File: src/rtl/ecg_playback_ctrl.sv
// Playback controller for the ECG sample ROM: paces ROM fetches, restarts the
// ROM through its reset, and buffers each sample in a one-entry valid/ready register.
module ecg_playback_ctrl #(
    parameter int NBIT     = 16,
    parameter int NSAMPLES = 2048,
    parameter int CLK_DIV  = 8,
    parameter int IDXW     = $clog2(NSAMPLES)
) (
    input  logic            clk,
    input  logic            rst,
    input  logic            cmd_start,
    input  logic            cmd_stop,
    input  logic            loop_en,
    output logic            src_rst,
    output logic            src_start,
    input  logic [NBIT-1:0] src_sample,
    input  logic            src_over,
    output logic [NBIT-1:0] out_sample,
    output logic [IDXW-1:0] out_idx,
    output logic            out_valid,
    input  logic            out_ready,
    output logic            busy,
    output logic            done,
    output logic            overrun,
    output logic            err
);

    typedef enum logic [2:0] {
        S_IDLE,
        S_INIT,
        S_FETCH,
        S_CAPTURE,
        S_WAIT,
        S_DONE
    } state_t;

    localparam int DIVW = $clog2(CLK_DIV);
    localparam logic [DIVW-1:0] DIV_LAST = DIVW'(CLK_DIV - 1);
    localparam logic [DIVW-1:0] DIV_ONE  = DIVW'(1);
    localparam logic [IDXW:0]   FCNT_END = (IDXW + 1)'(NSAMPLES);
    localparam logic [IDXW:0]   FCNT_ONE = (IDXW + 1)'(1);

    state_t            state_reg, state_next;
    logic [IDXW:0]     fcnt_reg, fcnt_next;
    logic [DIVW-1:0]   div_reg, div_next;
    logic [DIVW-1:0]   div_inc;
    logic [NBIT-1:0]   out_sample_reg, out_sample_next;
    logic [IDXW-1:0]   out_idx_reg, out_idx_next;
    logic              out_valid_reg, out_valid_next;
    logic              overrun_reg, overrun_next;
    logic              err_reg, err_next;

    // Divider counts cycles since the last FETCH (0 in FETCH) and saturates.
    assign div_inc = (div_reg == DIV_LAST) ? div_reg : div_reg + DIV_ONE;

    always_ff @(posedge clk) begin
        if (rst) begin
            state_reg      <= S_IDLE;
            fcnt_reg       <= '0;
            div_reg        <= '0;
            out_sample_reg <= '0;
            out_idx_reg    <= '0;
            out_valid_reg  <= 1'b0;
            overrun_reg    <= 1'b0;
            err_reg        <= 1'b0;
        end else begin
            state_reg      <= state_next;
            fcnt_reg       <= fcnt_next;
            div_reg        <= div_next;
            out_sample_reg <= out_sample_next;
            out_idx_reg    <= out_idx_next;
            out_valid_reg  <= out_valid_next;
            overrun_reg    <= overrun_next;
            err_reg        <= err_next;
        end
    end

    always_comb begin
        state_next      = state_reg;
        fcnt_next       = fcnt_reg;
        div_next        = div_reg;
        out_sample_next = out_sample_reg;
        out_idx_next    = out_idx_reg;
        out_valid_next  = out_valid_reg;
        overrun_next    = overrun_reg;
        err_next        = err_reg;

        // A transfer empties the buffer unless CAPTURE reloads it below.
        if (out_valid_reg && out_ready) begin
            out_valid_next = 1'b0;
        end

        case (state_reg)
            S_IDLE: begin
                if (cmd_start) begin
                    state_next = S_INIT;
                end
            end
            S_DONE: begin
                if (cmd_start) begin
                    state_next   = S_INIT;
                    err_next     = 1'b0;
                    overrun_next = 1'b0;
                end
            end
            S_INIT: begin
                fcnt_next  = '0;
                div_next   = '0;
                state_next = S_FETCH;
            end
            S_FETCH: begin
                div_next   = div_inc;
                state_next = S_CAPTURE;
            end
            S_CAPTURE: begin
                if (src_over) begin
                    err_next   = 1'b1;
                    state_next = S_DONE;
                end else if (out_valid_reg && !out_ready) begin
                    // Stall: the ROM keeps its sample, and the divider pauses so
                    // the next FETCH slips by exactly the stall length.
                    overrun_next = 1'b1;
                end else begin
                    out_sample_next = src_sample;
                    out_idx_next    = fcnt_reg[IDXW-1:0];
                    out_valid_next  = 1'b1;
                    fcnt_next       = fcnt_reg + FCNT_ONE;
                    div_next        = div_inc;
                    state_next      = S_WAIT;
                end
            end
            S_WAIT: begin
                div_next = div_inc;
                if (div_reg == DIV_LAST) begin
                    if (fcnt_reg < FCNT_END) begin
                        div_next   = '0;
                        state_next = S_FETCH;
                    end else if (loop_en) begin
                        state_next = S_INIT;
                    end else begin
                        state_next = S_DONE;
                    end
                end
            end
            default: begin
                state_next = S_IDLE;
            end
        endcase

        // Stop overrides every transition; sticky flags keep their current value.
        if (cmd_stop && state_reg != S_IDLE) begin
            state_next     = S_IDLE;
            out_valid_next = 1'b0;
            err_next       = err_reg;
            overrun_next   = overrun_reg;
        end
    end

    assign src_rst    = (state_reg == S_INIT);
    assign src_start  = (state_reg == S_FETCH);
    assign busy       = (state_reg == S_INIT) || (state_reg == S_FETCH) ||
                        (state_reg == S_CAPTURE) || (state_reg == S_WAIT);
    assign done       = (state_reg == S_DONE);
    assign out_sample = out_sample_reg;
    assign out_idx    = out_idx_reg;
    assign out_valid  = out_valid_reg;
    assign overrun    = overrun_reg;
    assign err        = err_reg;

endmodule

File: config.mk
export PLATFORM = sky130hd
export DESIGN_NAME = ecg_playback_ctrl
export DESIGN_NICKNAME = d
export VERILOG_FILES = /design/src/rtl/ecg_playback_ctrl.sv
export SDC_FILE = /design/constraint.sdc
export NUM_CORES = 1
export LEC_CHECK = 0
export ABC_AREA = 1
export CORE_ASPECT_RATIO = 0.8
export CORE_UTILIZATION = 47
export DETAILED_ROUTE_END_ITERATION = 8
export PLACE_DENSITY = 0.82
export SLEW_MARGIN = 20
export SYNTH_ARGS = -nofsm -noshare
export SYNTH_HDL_FRONTEND = slang
export SYNTH_SLANG_ARGS = --single-unit
File: constraint.sdc
create_clock -name clk -period 1.7 [get_ports clk]
set_input_delay 0.34 -clock clk [delete_from_list [all_inputs] [get_ports clk]]
set_output_delay 0.34 -clock clk [all_outputs]
set_load 0.01 [all_outputs]
# --- Word-level counts from Yosys, hierarchy flattened ---
# Cells that the tools add are included.
totals:
  register_bits: 48
  in_bits: 23
  out_inout_bits: 34
  elab_cells: 74
classes:
  add_sub_neg: 2
  magnitude_cmp: 1
  eq_ne: 14
  n_mux: 26
  bitwise: 3
  n_reduce_logical: 20
ops:
  columns: ["op", "n"]
  rows:
  - ["two-way mux 3 bit", 11]
  - ["two-way mux 12 bit", 2]
  - ["one-hot mux 12 bit (2 select lines)", 1]
  - ["one-hot mux 3 bit (5 select lines)", 1]
  - ["adder 12 x 1 -> 12 bit, second input constant", 1]
  - ["< comparator 12 bit, second input constant", 1]
  - ["inequality test 2 bit, second input constant", 6]
  - ["one-hot mux 3 bit (4 select lines)", 1]
  - ["AND reduction 3 bit", 4]
  - ["equality test 3 bit, second input constant", 3]
  - ["two-way mux 1 bit", 8]
  - ["equality test 3 x 2 -> 1 bit, second input constant", 2]
  - ["AND reduction 5 bit", 1]
  - ["one-hot mux 1 bit (2 select lines)", 2]
  - ["AND reduction 4 bit", 1]
  - ["nonzero test 2 bit", 2]
  - ["nonzero test 4 bit", 1]
  - ["OR reduction 2 bit", 2]
  - ["adder 3 x 1 -> 3 bit, second input constant", 1]
  - ["equality test 3 x 1 -> 1 bit, second input constant", 1]
  - ["logical AND 1 bit", 3]
  - ["logical NOT 3 bit", 1]
  - ["logical OR 1 bit", 3]
  - ["inequality test 3 bit, second input constant", 1]
  - ["other kinds (4)", 6]

# --- Longest topological paths before layout ---
logic_depth:
  depth_word: 5
  depth_mapped: 9
  ltp_nobuf: 9

# --- Worst setup path before layout ---
# Ideal clock, no wire load.
synth_path:
  path_type: "reg-to-reg"
  startpoint: "register state_reg[2]"
  endpoint: "register out_sample_reg[10] (netlist: out_sample[10])"
  setup_time_ns: 0.116
  t_arrival_ns: 1.172
  required_time_ns: 1.584
  setup_slack_ns: 0.412
  path_stages_with_launch: 9
  n_path_buf: 2
  period_less_slack_ns: 1.288
  cell_sequence: "dfxtp_1 -> buf_2 -> nor2_4 -> inv_2 -> nor2_8 -> inv_4 -> buf_6 -> nor2_1 -> nor2_1"
synth_via:
  elab_chain_len: 2
synth_lines:
  columns: ["element", "line", "text"]
  rows:
  - ["from (decl)", "43", "state_t state_reg, state_next;"]
  - ["from (signal assigned)", "67", "state_reg <= state_next;"]
  - ["equality test 3 x 2 -> 1 bit", "93", "case (state_reg)"]
  - ["AND reduction 3 bit (no source line)", null, null]
  - ["to (signal assigned)", "70", "out_sample_reg <= out_sample_next;"]
  - ["to (decl)", "47", "logic [NBIT-1:0] out_sample_reg, out_sample_next;"]
# No other way between the ends.
# A chain may end at the register's enable or synchronous reset.

# --- Final worst setup path ---
layout_path:
  startpoint: "register state_reg[2]"
  endpoint: "output src_start"
layout_via:
  elab_chain_len: 1
layout_lines:
  columns: ["element", "line", "text"]
  rows:
  - ["equality test 3 x 2 -> 1 bit", "160", "assign src_start = (state_reg == S_FETCH);"]
  - ["to (decl)", "15", "output logic src_start,"]
# No other way between the ends.

==> results.sh <==
export IMPL_antenna_left=0
export IMPL_pin_count=57
export IMPL_fin_crit_sh_pct=96.58
export IMPL_grt_pass1_vias=1831
export IMPL_setup_violations=0
export IMPL_endpoint_kind="output pin"
export IMPL_cap_violations=0
export IMPL_largest_reg_flops=16
export IMPL_path_class="flip-flop to output pin"
export IMPL_worstPathMaxFanout=6
export IMPL_ir_drop_mv=0.5775
export IMPL_layout_min_cycle_time_ns=1.642
export IMPL_synth_top_area_cell="dfxtp_1"
export IMPL_synth_cell_types=29
export IMPL_htree_levels=2
export IMPL_p_leak_uw=0.001329
export IMPL_layout_nets=386
export IMPL_hold_class="flip-flop to flip-flop"
export IMPL_max_freq_mhz=609.1
export IMPL_layout_commonest_cell="nor2_1"
export IMPL_slew_headroom_pct=85.79
export IMPL_clock_path_buffers=2
export IMPL_design_die_area_sq_um=4712
export IMPL_synth_nets=312
export IMPL_skew_ns=0.006818
export IMPL_holdWs_ns=0.4447
export IMPL_synth_top_flop_cell="dfxtp_1"
export IMPL_place_gp_congestion=0.8208
export IMPL_yosysSeqAreaShare_pct=46.04
export IMPL_antenna_found_initial=0
export IMPL_syn_cell_area_sq_um=2087
export IMPL_synth_area_leaders="dfxtp_1, nor2_1, nand2_1"
export IMPL_cp_start_kind="flip-flop"
export IMPL_area_growth_syn_to_layout_pct=41.19
export IMPL_hold_viol_final=0
export IMPL_setup_tns_final_ns=0
export IMPL_grt_max_degree=24
export IMPL_hpwlAfterDp_mm=3.542
export IMPL_power_per_cell_area_nw_per_um2=973.7
export IMPL_worst_pin_slew_ns=0.2109
export IMPL_cts_buffers=5
export IMPL_finalNonFillerCells=419
export IMPL_clk_latency_ns=0.31
export IMPL_initialDrtViolationCount=101
export IMPL_fp_row_count=21
export IMPL_async_flop_share_pct=0
export IMPL_syn_avg_cell_area_sq_um=7.272
export IMPL_cts_tree="done"
export IMPL_status="complete, no violations"
export IMPL_slew_violations=0
export IMPL_die_x_microns=76.50
export IMPL_ys_ff_latch=48
export IMPL_required_ns=1.36
export IMPL_io_buffer_count=56
export IMPL_drc=0
export IMPL_grt_pass1_wl_mm=8.004
export IMPL_hold_buffers=0
export IMPL_vias=2076
export IMPL_totalWireLength_mm=4.804
export IMPL_placed_cells=411
export IMPL_core_area_sq_um=4230
export IMPL_layout_common_cells="nor2_1, clkdlybuf4s50_1, nand2_1, dfxtp_1, inv_1"
export IMPL_wl_per_cell_microns=11.47
export IMPL_grt_overflow=0
export IMPL_yosysTopAreaCellShare_pct=46.04
export IMPL_worst_ep_arrival_time_ns=1.30
export IMPL_synth_edf_count=0
export IMPL_via_per_inst=4.955
export IMPL_cts_root_buf="clkbuf_8"
export IMPL_yosysWarnings=0
export IMPL_layout_drive_gt1_share_pct=11.88
export IMPL_drtPass1Iterations=4
export IMPL_synthCells=287
export IMPL_clk_pin_slew_ns=0.09
export IMPL_dieHeight_microns=61.60
export IMPL_rsz0062_at_grt="yes"
export IMPL_antennaDiodeCount=0
export IMPL_initial_utilization_pct=49.33
export IMPL_post_cts_buffers=0
export IMPL_cts_sinks=48
export IMPL_grt_use_total_pct=22.00
## cells in the mapped netlist, drive strengths merged, types with 2 or more instances
cell    instances
clkbuf          3
nor3            3
dfxtp          48
nor2           61
inv            34
buf             5
nand2          50
o21ai          37
a21oi          21
ha              2
nand4           3
nand3          13
## repair_timing
| action | 4_1_cts | 5_1_grt |
|---|---|---|
| pin swaps | 0 | 0 |
| resized for setup | 8 | 1 |
| endpoints found under the hold margin | 0 | 0 |
| endpoints found under the setup margin | 4 | 2 |
## kinds of logic (layout without fill, tap and decap cells)
kind of cell | Yosys count | in the layout | share of synthesized area [%]
AND/OR/NAND/NOR | 130 | 130 | 27.16
flip-flops | 48 | 48 | 46.04
buffers and inverters | 42 | 117 | 8.993
AO/OA/AOI/OAI | 65 | 65 | 16.61
adder cells (fa/ha/maj) | 2 | 2 | 1.199
## power breakdown
part | internal, uW | total (uW) | switching (uW)
Combinational | 336 | 729 | 393
Clock | 519 | 899 | 380
Sequential | 1190 | 1240 | 46.6
Total | 2050 | 2870 | 820
## critical path: stages (launching register included)
cell           delay, ns
dfxtp_4             0.38
inv_1               0.07
nand2_1             0.12
nor2_1              0.14
dlygate4sd2_1       0.28
## layout make-up
cell class | instances | area (sq um)
clock buffers | 7 | 96.34
well taps | 57 | 71.32
repair buffers | 75 | 710.7
inverters | 34 | 130.1
flip-flops and latches | 48 | 967.2
clock inverters | 1 | 30.03
multi-input cells | 197 | 940.9
fillers | 358 | 1284
## metrics by stage
stage	instance area [sq um]	utilization [%]	setup slack, ns	total power [uW]
floorplan	2087	-	0.4124	1670
global placement	2816	66.58	-0.07792	1995
detailed placement	2816	66.58	-0.1806	2007
CTS	2945	69.62	0.03902	2893
global route	2947	69.65	-0.01001	3049
finish	2947	69.65	0.05820	2869
## layer usage
layer,up-vias,share of wire (%),global-route usage [%]
met3,9,8.7,8.593
met4,0,1.8,8.242
li1,1067,-,-
met2,83,43,36.55
met1,917,46,26.47
met5,-,0,0
## worst paths after layout
kind                                                start                   endpoint  slack [ns]  cells past startpoint
worst max-delay path            state_reg[2]$_SDFFE_PP0P_                  src_start        0.06                      4
worst min register to register       overrun$_SDFFE_PP0P_       overrun$_SDFFE_PP0P_        0.44                      2
worst min-delay path                 overrun$_SDFFE_PP0P_       overrun$_SDFFE_PP0P_        0.44                      2
worst max register to register   fcnt_reg[0]$_SDFFE_PP0P_  fcnt_reg[10]$_SDFFE_PP0P_        0.21                      7
Power figures use the tool's default switching activity.
